`src/rtl/adder_pkg.sv`:
```
// Shared types and elaboration helpers for the chunked sequential adder.
package adder_pkg;

   typedef enum logic [1:0] {StIdle, StRun, StDone} state_e;

   function automatic int unsigned nchunk(input int unsigned width, input int unsigned chunk);
      return width / chunk;
   endfunction

   function automatic bit width_ok(input int unsigned width, input int unsigned chunk);
      return (chunk >= 1) && (chunk <= width) && ((width % chunk) == 0);
   endfunction

endpackage

```
`src/rtl/chunk_rca.sv`:
```
// Combinational CHUNK-bit ripple-carry adder built from full-adder cells.
module chunk_rca #(
   parameter int unsigned CHUNK = 4
) (
   input  logic [CHUNK-1:0] a,
   input  logic [CHUNK-1:0] b,
   input  logic             cin,
   output logic [CHUNK-1:0] sum,
   output logic             cout
);

   logic carry;

   always_comb begin
      sum   = '0;
      carry = cin;
      for (int i = 0; i < int'(CHUNK); i++) begin
         sum[i] = a[i] ^ b[i] ^ carry;
         carry  = (a[i] & b[i]) | (carry & (a[i] ^ b[i]));
      end
      cout = carry;
   end

endmodule

```
`src/rtl/seq_chunk_adder.sv`:
```
// Multi-cycle WIDTH-bit adder/subtractor: one CHUNK-wide slice per clock, carry held in a register.
module seq_chunk_adder
   import adder_pkg::*;
#(
   parameter int unsigned WIDTH = 32,
   parameter int unsigned CHUNK = 4
) (
   input  logic             clk,
   input  logic             rst,
   input  logic             in_valid,
   output logic             in_ready,
   input  logic [WIDTH-1:0] a,
   input  logic [WIDTH-1:0] b,
   input  logic             cin,
   input  logic             sub,
   output logic             out_valid,
   input  logic             out_ready,
   output logic [WIDTH-1:0] s,
   output logic             cout,
   output logic             ovf
);

   localparam int unsigned NChunk   = nchunk(WIDTH, CHUNK);
   localparam int unsigned IdxWidth = (NChunk > 1) ? $clog2(NChunk) : 1;
   localparam logic [IdxWidth-1:0] LastIdx = IdxWidth'(NChunk - 1);

   if (!width_ok(WIDTH, CHUNK)) begin : gen_width_err
      $error("seq_chunk_adder: WIDTH must be a non-zero multiple of CHUNK");
   end

   state_e              state_q;
   logic [WIDTH-1:0]    a_q, b_q, s_q;
   logic [IdxWidth-1:0] idx_q;
   logic                carry_q, cout_q, ovf_q, out_valid_q;

   logic [31:0]         base;
   logic [CHUNK-1:0]    chunk_a, chunk_b, chunk_sum;
   logic                chunk_cout, last;

   assign base    = 32'(idx_q) * CHUNK;
   assign chunk_a = a_q[base +: CHUNK];
   assign chunk_b = b_q[base +: CHUNK];
   assign last    = (idx_q == LastIdx);

   chunk_rca #(
      .CHUNK (CHUNK)
   ) u_rca (
      .a    (chunk_a),
      .b    (chunk_b),
      .cin  (carry_q),
      .sum  (chunk_sum),
      .cout (chunk_cout)
   );

   always_ff @(posedge clk) begin
      if (rst) begin
         state_q     <= StIdle;
         a_q         <= '0;
         b_q         <= '0;
         s_q         <= '0;
         idx_q       <= '0;
         carry_q     <= 1'b0;
         cout_q      <= 1'b0;
         ovf_q       <= 1'b0;
         out_valid_q <= 1'b0;
      end else begin
         case (state_q)
            StIdle: begin
               if (in_valid) begin
                  // Subtraction is a + ~b + ~borrow.
                  a_q     <= a;
                  b_q     <= sub ? ~b : b;
                  carry_q <= cin ^ sub;
                  idx_q   <= '0;
                  state_q <= StRun;
               end
            end
            StRun: begin
               s_q[base +: CHUNK] <= chunk_sum;
               carry_q            <= chunk_cout;
               if (last) begin
                  cout_q      <= chunk_cout;
                  ovf_q       <= (a_q[WIDTH-1] == b_q[WIDTH-1]) &&
                                 (chunk_sum[CHUNK-1] != a_q[WIDTH-1]);
                  out_valid_q <= 1'b1;
                  state_q     <= StDone;
               end else begin
                  idx_q <= idx_q + IdxWidth'(1);
               end
            end
            StDone: begin
               if (out_ready) begin
                  out_valid_q <= 1'b0;
                  state_q     <= StIdle;
               end
            end
            default: state_q <= StIdle;
         endcase
      end
   end

   assign in_ready  = (state_q == StIdle) && !rst;
   assign out_valid = out_valid_q;
   assign s         = s_q;
   assign cout      = cout_q;
   assign ovf       = ovf_q;

endmodule

```
`config.mk`:
```
export PLATFORM = sky130hd
export DESIGN_NAME = seq_chunk_adder
export DESIGN_NICKNAME = d
export VERILOG_FILES = /design/src/rtl/adder_pkg.sv /design/src/rtl/chunk_rca.sv /design/src/rtl/seq_chunk_adder.sv
export SDC_FILE = /design/constraint.sdc
export NUM_CORES = 1
export LEC_CHECK = 0
export ABC_AREA = 1
export BUFFER_PORTS_ARGS = -buffer_cell sky130_fd_sc_hd__buf_2
export CORE_MARGIN = 2
export CORE_UTILIZATION = 55
export CTS_BUF_LIST = sky130_fd_sc_hd__clkbuf_16
export DETAILED_ROUTE_END_ITERATION = 8
export GPL_ROUTABILITY_DRIVEN = 0
export GPL_TIMING_DRIVEN = 1
export PLACE_DENSITY_LB_ADDON = 0.1
export SYNTH_ARGS = -nofsm -noshare
export SYNTH_HDL_FRONTEND = slang
export SYNTH_SLANG_ARGS = --single-unit
```
`constraint.sdc`:
```
create_clock -name clk -period 3.5 [get_ports clk]
set_input_delay 0.875 -clock clk [delete_from_list [all_inputs] [get_ports clk]]
set_output_delay 0.875 -clock clk [all_outputs]
set_load 0.1 [all_outputs]
```
==> flow_summary.json, run 1 <==
{
  "drt_first_pass_iters": 5,
  "crit_buf_inv": 2,
  "drc": 0,
  "synth_simple_gate_area_share_pct": 24.67,
  "min_from": "s[21]",
  "skew_ns": 0.007912,
  "fin_crit_ns": 3.259,
  "start_util_pct": 57.10,
  "vdd_drop_max_v": 0.0002437,
  "p_per_area_nw_per_um2": 495.7,
  "syn_area_per_cell_um2": 7.577,
  "synth_xor_area_share_pct": 5.426,
  "cts_buffers": 9,
  "start_kind": "flip-flop",
  "cts_setup_buffers": 0,
  "clk_pin_slew_ns": 0.07,
  "dp_hpwl_mm": 9.521,
  "ios": 106,
  "viasPerCell": 5.198,
  "num_vias": 4803,
  "drtIter0Drc": 280,
  "r2r_cells": 13,
  "final-hold-violation-count": 0,
  "final_common_cell": "nor2_1",
  "fmax_mhz": 306.8,
  "rsz0062_at_grt": "false",
  "arrival_ns": 3.49,
  "synth-seq-cells": 105,
  "die_h_um": 102.4,
  "htree_levels": 3,
  "grt_max_degree": 68,
  "drtAntennaViolNets": 0,
  "synth_top_family_by_area": "simple AND/OR/NAND/NOR gates",
  "syn-cell-area_um2": 5326,
  "n_antenna_cell": 0,
  "mostFrequentLayoutCells": "138 x nor2_1, 105 x dfxtp_1, 105 x buf_2",
  "synth_top_area_share_pct": 39.46,
  "post-route-period-util_pct": 93.13,
  "fin_util_pct": 66.02,
  "cts_hold_buf": 0,
  "root_buffer": "clkbuf_16",
  "max_stage_delay_ns": 0.47,
  "port_buffers": 105,
  "antenna_found_initial": 0,
  "yosysUniqueCellTypes": 35,
  "synth-adder-area-share_pct": 3.148,
  "setup_viol": 0,
  "hold_path.class": "reg -> reg",
  "grt_pass1_wl_mm": 20.94,
  "die_x_um": 102.4,
  "outcome": "complete, no violations",
  "drt_wl_total_mm": 12.83,
  "clockBufferDepth": 2,
  "insertion_delay_ns": 0.34,
  "required_ns": 3.73,
  "p_leak_nw": 2.825,
  "seq_area_frac_synth_pct": 39.46,
  "final.setup.tns_ns": 0,
  "ff2ff_setup_slack_ns": 0.24,
  "cts_sinks": 105,
  "fin_nets": 871,
  "syn_to_final_growth_pct": 15.62,
  "end_kind": "flip-flop",
  "first_global_vias": 4398,
  "worst_pin_slew_ns": 0.9439,
  "dieArea_um2": 10490,
  "synthCells": 703,
  "hold_depth": 2,
  "yosysTopAreaCell": "dfxtp_1",
  "slew_viol_final": 0,
  "syn_nets": 784,
  "crit_slowest_cell": "fa_1",
  "synth.yosys.warnings": 0,
  "core_um2": 9328,
  "relSlewSlack_pct": 37.07,
  "cts_tree": "done",
  "wl_per_cell_um": 13.88,
  "grt_overflow_total": 0,
  "drive_gt1_share_pct": 23.40,
  "timing.rr.start": "idx_q[0]",
  "path_cells": "buf_4, o21ai_0, o211ai_1, nand2_1, fa_1, fa_1, inv_1, fa_1, fa_1, nand3_1, nor2_1, o21ai_0, nor2_1",
  "rows": 35,
  "power.total_mw": 3.053,
  "cts_resized": 0,
  "path_delay_family": "adder cells",
  "hold_end": "s[21]",
  "cp_max_fo": 33,
  "grtUsageTotal_pct": 25.17,
  "synth-compound-area-share_pct": 18.23,
  "rr_endpoint": "s[7]",
  "synth_mux_area_share_pct": 0,
  "synth.area.top_cells": "dfxtp_1 39%, nor2_1 9.7%, o21ai_0 7.0%",
  "cap_violations": 0,
  "cp_common_cell": "fa_1",
  "path_class": "reg -> reg"
}
power by group:
group / leakage, nW / switching, mW / total (mW) / internal (mW)
Clock: 0.153 / 0.453 / 1.01 / 0.557
Sequential: 0.862 / 0.0506 / 1.32 / 1.27
Combinational: 1.81 / 0.485 / 0.719 / 0.235
worst max path at each step:
stage                         from  slack, ns  depth (start not counted)  endpoint
final                     idx_q[0]       0.24                         13      s[7]
after floorplan                rst        0.1                          3  in_ready
after global routing      idx_q[0]       0.03                         14     s[23]
after CTS                 idx_q[0]       0.29                         13      s[7]
after detailed placement  idx_q[0]       0.30                         13      s[7]
after global placement    idx_q[0]       0.38                         13      s[7]
cells by family (layout without fill, tap and decap cells):
group                      Yosys count  after routing
and+or+nand+nor                    290            290
AOI/OAI and AO/OA                  161            161
DFF                                105            105
buffers and inverters              103            195
xor gates and xnor gates            33             33
adders and majority gates           11             11
layer usage:
layer / GRT usage (%) / wire [um] / share of wire (%) / vias to the layer above
met3: 3.967 / 703 / 5.5 / 22
met4: 7.692 / 195 / 1.5 / 0
met1: 36.18 / 6344 / 49 / 2179
li1: - / - / - / 2441
met5: 0 / 0 / 0 / -
met2: 39.07 / 5585 / 44 / 161
flip-flops by register name (all words and copies together) (netlist names):
register,flops
idx_q,3
ovf,1
cout,1
out_valid,1
s,32
a_q,32
state_q,2
carry_q,1
b_q,32
through the flow:
step / area, um2 / hold slack, ns / setup WS (ns) / instances
finish: 6158 / 0.4631 / 0.2406 / 924
global route: 6158 / 0.4972 / 0.03304 / 924
CTS: 6158 / 0.4593 / 0.2862 / 924
detailed placement: 5864 / 0.4452 / 0.3047 / 908
global placement: 5864 / 0.4499 / 0.3788 / 908
floorplan: 5326 / 0.4292 / 0.09754 / 703
layout make-up:
cell class	instances	area [um2]
inverter	63	239.0
clock buffer	9	225.2
timing repair buffer	116	620.6
clock inverter	7	68.82
tap	129	161.4
fill	812	3169
multi-input combinational	495	2741
sequential	105	2102
synth_stat cells (all sizes together):
| master | n |
|---|---|
| ha | 7 |
| nand2 | 91 |
| clkbuf | 17 |
| clkinv | 3 |
| nand4 | 4 |
| nand3 | 28 |
| xnor2 | 16 |
| inv | 60 |
| buf | 23 |
| o211ai | 17 |
| o31ai | 1 |
| o21ai | 77 |
| a21oi | 50 |
| xor2 | 17 |
| dfxtp | 105 |
| nor2 | 163 |
| nor3 | 4 |
| a211oi | 16 |
| fa | 4 |
tightest hold or removal path, delay by kind of cell, from the launching register on:
kind               cells  cell delay (ns)
DFF                    1             0.31
and+or+nand+nor        1             0.06
AOI/OAI and AO/OA      1             0.05
Power figures use the tool's default switching activity.
==> run 2, diff against run 1 <==
--- a/config.mk
+++ b/config.mk
@@ -16,4 +16,5 @@
 export PLACE_DENSITY_LB_ADDON = 0.1
 export SYNTH_ARGS = -nofsm -noshare
 export SYNTH_HDL_FRONTEND = slang
+export SYNTH_HIERARCHICAL = 1
 export SYNTH_SLANG_ARGS = --single-unit
==> run 2 against run 1 <==
- via count grew 4.1%
- non-clock buffer count grew 3
- first-iteration DRC count shrank 18%
- die area grew 0.18%
- area after synthesis grew 0.19%
- setup slack gained 0.0045 ns
- critical path depth grew 7
- wire length shrank 1.3%
- sequential share of layout area is essentially flat
- highest routed layer unchanged
==> flow_summary.json, run 2 <==
{
  "outcome": "complete, no violations",
  "vdd_drop_max_v": 0.0002399,
  "viasPerCell": 5.101,
  "die_x_um": 102.5,
  "arrival_ns": 3.54,
  "hold_path.class": "reg -> reg",
  "num_vias": 4999,
  "synth.yosys.warnings": 6,
  "first_global_vias": 4607,
  "skew_ns": 0.006787,
  "yosysTopAreaCell": "dfxtp_1",
  "fin_nets": 927,
  "htree_levels": 3,
  "power.total_mw": 3.006,
  "max_stage_delay_ns": 0.42,
  "post-place-ws_ns": 0.1709,
  "cts_tree": "done",
  "hold_depth": 2,
  "ff2ff_setup_slack_ns": 0.25,
  "drt_wl_total_mm": 12.66,
  "antenna_found_initial": 0,
  "dieArea_um2": 10510,
  "seq_area_frac_synth_pct": 39.39,
  "yosysUniqueCellTypes": 31,
  "syn_to_final_growth_pct": 15.64,
  "insertion_delay_ns": 0.34,
  "worst_slack_ns": 0.2451,
  "cp_max_fo": 15,
  "synth_edf_count": 0,
  "start_util_pct": 57.21,
  "relSlewSlack_pct": 42.27,
  "rr_endpoint": "s[19]",
  "clk_pin_slew_ns": 0.07,
  "drt_first_pass_iters": 5,
  "synth-adder-area-share_pct": 3.142,
  "root_buffer": "clkbuf_16",
  "grt_pass1_wl_mm": 20.74,
  "slew_viol_final": 0,
  "final_common_cell": "nor2_1",
  "synth_mux_area_share_pct": 0,
  "syn_area_per_cell_um2": 7.031,
  "hold_end": "b_q[1]",
  "path_cells": "buf_6, nand2_1, o211ai_1, nand2_1, nand2_1, nand2_1, fa_1, inv_1, fa_1, inv_1, fa_1, inv_1, fa_1, inv_1, inv_1, nor2_1, nand3_1, nand3_1, nand2_1, nor2_1",
  "synth_top_family_by_area": "simple AND/OR/NAND/NOR gates",
  "p_per_area_nw_per_um2": 487.1,
  "post-route-period-util_pct": 93.00,
  "r2r_cells": 20,
  "fin_crit_ns": 3.255,
  "setup_viol": 0,
  "fmax_mhz": 307.2,
  "synth-seq-cells": 105,
  "grt_overflow_total": 0,
  "synth_xor_area_share_pct": 5.416,
  "dpl_cell_area_um2": 5879,
  "path_class": "reg -> reg",
  "start_kind": "flip-flop",
  "min_from": "b_q[1]",
  "core_um2": 9328,
  "syn_nets": 840,
  "p_leak_nw": 2.980,
  "final-hold-violation-count": 0,
  "cts_hold_buf": 0,
  "cts_sinks": 105,
  "timing.rr.start": "idx_q[0]",
  "drive_gt1_share_pct": 18.92,
  "mostFrequentLayoutCells": "167 x nor2_1, 126 x nand2_1, 105 x buf_2",
  "synth-compound-area-share_pct": 15.05,
  "drtIter0Drc": 230,
  "wl_per_cell_um": 12.92,
  "worst_pin_slew_ns": 0.8659,
  "cts_buffers": 9,
  "design_area_um2": 6171,
  "cap_violations": 0,
  "rows": 35,
  "drc": 0,
  "syn-cell-area_um2": 5336,
  "crit_buf_inv": 6,
  "required_ns": 3.79,
  "port_buffers": 105,
  "async_reset_ff_share_pct": 0,
  "whs_ns": 0.4678,
  "grtUsageTotal_pct": 24.60,
  "die_h_um": 102.5,
  "synth_simple_gate_area_share_pct": 27.20,
  "synth.most_common_cell": "nor2_1",
  "drtAntennaViolNets": 0,
  "n_antenna_cell": 0,
  "synth_top_flop_cell": "dfxtp_1",
  "synthCells": 759,
  "end_kind": "flip-flop",
  "dp_hpwl_mm": 9.188,
  "clockBufferDepth": 2,
  "synth_top_area_share_pct": 39.39,
  "grt_max_degree": 72,
  "ys_top_cells_by_count": "167 x nor2_1, 126 x nand2_1, 105 x dfxtp_1, 92 x o21ai_0, 61 x inv_1",
  "crit_slowest_cell": "dfxtp_4",
  "synth.area.top_cells": "dfxtp_1 39%, nor2_1 12%, nand2_1 8.9%",
  "path_delay_family": "adder cells",
  "ios": 106
}
-- run 2: worst max-delay path by stage --
stage	to	slack, ns	start	cells past startpoint
after global routing	s[11]	-0.002	idx_q[0]	18
after CTS	s[19]	0.11	idx_q[0]	19
after floorplan	in_ready	0.29	rst	2
after global placement	s[19]	0.26	idx_q[0]	19
final	s[19]	0.25	idx_q[0]	20
after detailed placement	s[19]	0.17	idx_q[0]	19
-- run 2: final cells by class --
cell class	instances	area (um2)
fillers	876	3157
multi-input cells	542	2711
flip-flops and latches	105	2106
repair buffers	119	646.9
inverters	69	264.0
clock buffers	9	225.2
well taps	129	161.4
clock inverters	7	56.30
-- run 2: through the flow --
| step | util, % | TNS (ns) | instances |
|---|---|---|---|
| 2_1_floorplan | - | 0 | 759 |
| 3_3_place_gp | 63.03 | 0 | 964 |
| 3_5_place_dp | 63.03 | 0 | 964 |
| 4_1_cts | 66.05 | 0 | 980 |
| 5_1_grt | 66.16 | -0.002318 | 980 |
| 6_report | 66.16 | 0 | 980 |
-- run 2: cells by family (layout without fill, tap and decap cells) --
kind of cell / count (synthesis) / count (layout)
AOI/OAI and AO/OA: 158 / 158
xor gates and xnor gates: 33 / 33
adders and majority gates: 11 / 11
buffers and inverters: 112 / 204
DFF: 105 / 105
and+or+nand+nor: 340 / 340
-- run 2: tightest hold or removal path, stage by stage (launching register included) --
cell	delay, ns
dfxtp_1	0.31
nand2_1	0.06
a21oi_1	0.05
-- run 2: power by group --
part           switching, mW  total (mW)  internal [mW]
clock                  0.460       0.949          0.489
combinational          0.509       0.743          0.235
sequential            0.0430        1.31           1.27
total                   1.01        3.01           1.99
-- run 2: routing by layer --
metal | up-vias | track usage [%] | wire [um]
met3 | 12 | 3.051 | 796
met4 | 0 | 6.872 | 131
li1 | 2568 | - | -
met1 | 2264 | 34.63 | 6050
met2 | 155 | 40.02 | 5682
met5 | - | 0 | 0
-- run 2: what timing repair did --
action	in CTS	in global routing
resized for setup	0	5
endpoints found under the setup margin	0	9
buffers inserted	0	0
==> run 3, diff against run 2 <==
--- a/config.mk
+++ b/config.mk
@@ -14,6 +14,7 @@
 export GPL_ROUTABILITY_DRIVEN = 0
 export GPL_TIMING_DRIVEN = 1
 export PLACE_DENSITY_LB_ADDON = 0.1
+export REMOVE_ABC_BUFFERS = 1
 export SYNTH_ARGS = -nofsm -noshare
 export SYNTH_HDL_FRONTEND = slang
 export SYNTH_HIERARCHICAL = 1
==> run 3 against run 2 <==
- clock-buffer cell count is the same
- register-to-register slack barely moved
- critical path depth down 1
- via count shrank 1.2%
- wire length is 1.8% lower
- clock skew up 0.0038 ns
- sequential share of layout area down 0.068 points
==> flow_summary.json, run 3 (synthesis gave the netlist of run 2 again) <==
{
  "syn_to_final_growth_pct": 15.66,
  "required_ns": 3.77,
  "p_leak_nw": 2.970,
  "drt_wl_total_mm": 12.44,
  "slew_viol_final": 0,
  "rows": 35,
  "cp_max_fo": 25,
  "skew_ns": 0.01062,
  "n_antenna_cell": 0,
  "outcome": "complete, no violations",
  "crit_buf_inv": 6,
  "cts_sinks": 105,
  "grt_max_degree": 90,
  "grt_pass1_wl_mm": 20.80,
  "grt_overflow_total": 0,
  "intPower_mw": 2.067,
  "final-hold-violation-count": 0,
  "htree_levels": 3,
  "p_switching_uw": 998.2,
  "drtAntennaViolNets": 0,
  "cts_buffers": 9,
  "worst_pin_slew_ns": 0.8529,
  "post-route-period-util_pct": 93.14,
  "nFillCells": 870,
  "cts_hold_buf": 0,
  "path_cells": "buf_6, nand2_1, o211ai_1, nand2_1, nand2_1, nand2_1, fa_1, inv_1, fa_1, inv_1, fa_1, inv_1, fa_1, inv_2, buf_4, a21oi_1, nor2_1, nand2_1, a21oi_1",
  "drt-met1-wl_mm": 5.707,
  "port_buffers": 105,
  "power.total_mw": 3.065,
  "sequentialPowerShare_pct": 42.7,
  "fmax_mhz": 306.8,
  "dp_hpwl_mm": 8.958,
  "hold_path.class": "reg -> reg",
  "final.setup.tns_ns": 0,
  "clk_pin_slew_ns": 0.07,
  "path_delay_family": "adder cells",
  "wl_per_cell_um": 12.74,
  "grtUsageTotal_pct": 24.73,
  "combinationalPowerShare_pct": 24.3,
  "post-place-ws_ns": 0.2815,
  "fin_util_pct": 66.17,
  "start_kind": "flip-flop",
  "vdd_drop_max_v": 0.0003105,
  "crit_slowest_cell": "dfxtp_1",
  "drive_gt1_share_pct": 18.42,
  "max_stage_delay_ns": 0.43,
  "clockBufferDepth": 2,
  "dieArea_um2": 10510,
  "worst_slack_ns": 0.2402,
  "root_buffer": "clkbuf_16",
  "swShare_pct": 32.56,
  "end_kind": "flip-flop",
  "mostFrequentLayoutCells": "167 x nor2_1, 126 x nand2_1, 105 x dfxtp_1, 105 x buf_2, 92 x o21ai_0",
  "cp_common_cell": "nand2_1",
  "ios": 106,
  "dp.cells": 960,
  "fin_crit_ns": 3.260,
  "drc": 0,
  "final_common_cell": "nor2_1",
  "first_global_vias": 4551,
  "die_x_um": 102.5,
  "top_layer_used": "met4",
  "num_vias": 4941,
  "start_util_pct": 57.21,
  "wl_met3_um": 604,
  "antenna_found_initial": 0,
  "drtIter0Drc": 206,
  "drt_first_pass_iters": 7,
  "core_um2": 9328,
  "path_class": "reg -> reg",
  "die_h_um": 102.5,
  "stdcell_count": 976,
  "arrival_ns": 3.53,
  "clkPwrFrac_pct": 33.0,
  "setup_viol": 0,
  "p_per_area_nw_per_um2": 496.6,
  "wl_met2_mm": 5.897,
  "relSlewSlack_pct": 43.14,
  "cap_violations": 0,
  "fin_nets": 924,
  "cts_tree": "done",
  "insertion_delay_ns": 0.34,
  "viasPerCell": 5.063
}
==> run 3: worst register-to-register path, stage by stage, from the launching register on <==
cell and delay, ns:
dfxtp_1 0.43, buf_6 0.24, nand2_1 0.09, o211ai_1 0.09, nand2_1 0.07, nand2_1 0.05
nand2_1 0.08, fa_1 0.40, inv_1 0.09, fa_1 0.20, inv_1 0.06, fa_1 0.36
inv_1 0.08, fa_1 0.41, inv_2 0.12, buf_4 0.12, a21oi_1 0.06, nor2_1 0.10
nand2_1 0.05, a21oi_1 0.11
==> run 3: timing repair <==
action | 4_1_cts | 5_1_grt
endpoints found under the setup margin | 0 | 5
setup buffers | 0 | 1
gates resized for setup | 0 | 5
==> run 3: worst paths after layout <==
path            start    to  slack, ns  cells after the start
max reg2reg  idx_q[0]   ovf       0.24                     19
min reg2reg      cout  cout       0.46                      2
max          idx_q[0]   ovf       0.24                     19
min              cout  cout       0.46                      2
==> run 3: stage by stage <==
step / hold WS (ns) / instance area (um2)
3_5_place_dp: 0.4534 / 5862
4_1_cts: 0.4640 / 6155
3_3_place_gp: 0.4452 / 5862
6_report: 0.4603 / 6172
2_1_floorplan: 0.4313 / 5075
5_1_grt: 0.4857 / 6172
==> run 3: layer usage <==
| metal | vias to the layer above | GRT usage, % |
|---|---|---|
| met5 | - | 0 |
| met4 | 0 | 8.308 |
| met3 | 23 | 4.136 |
| met2 | 126 | 41.53 |
| met1 | 2242 | 32.45 |
| li1 | 2550 | - |
==> run 3: final cells by class <==
cell class | count | area (um2) | share of cell area [%]
multi-input cells | 542 | 2711 | 43.93
well taps | 129 | 161.4 | 2.615
inverters | 69 | 264.0 | 4.277
clock buffers | 9 | 225.2 | 3.649
flip-flops and latches | 105 | 2102 | 34.06
repair buffers | 116 | 640.6 | 10.38
clock inverters | 6 | 67.56 | 1.095
==> run 3: power groups by stage <==
stage / Combinational [mW] / Sequential, mW / Clock, mW
2_1_floorplan: 0.434 / 1.40 / 0
3_3_place_gp: 0.702 / 1.33 / 0
3_5_place_dp: 0.725 / 1.34 / 0
4_1_cts: 0.730 / 1.31 / 1.02
5_1_grt: 0.839 / 1.32 / 1.07
6_report: 0.744 / 1.31 / 1.01
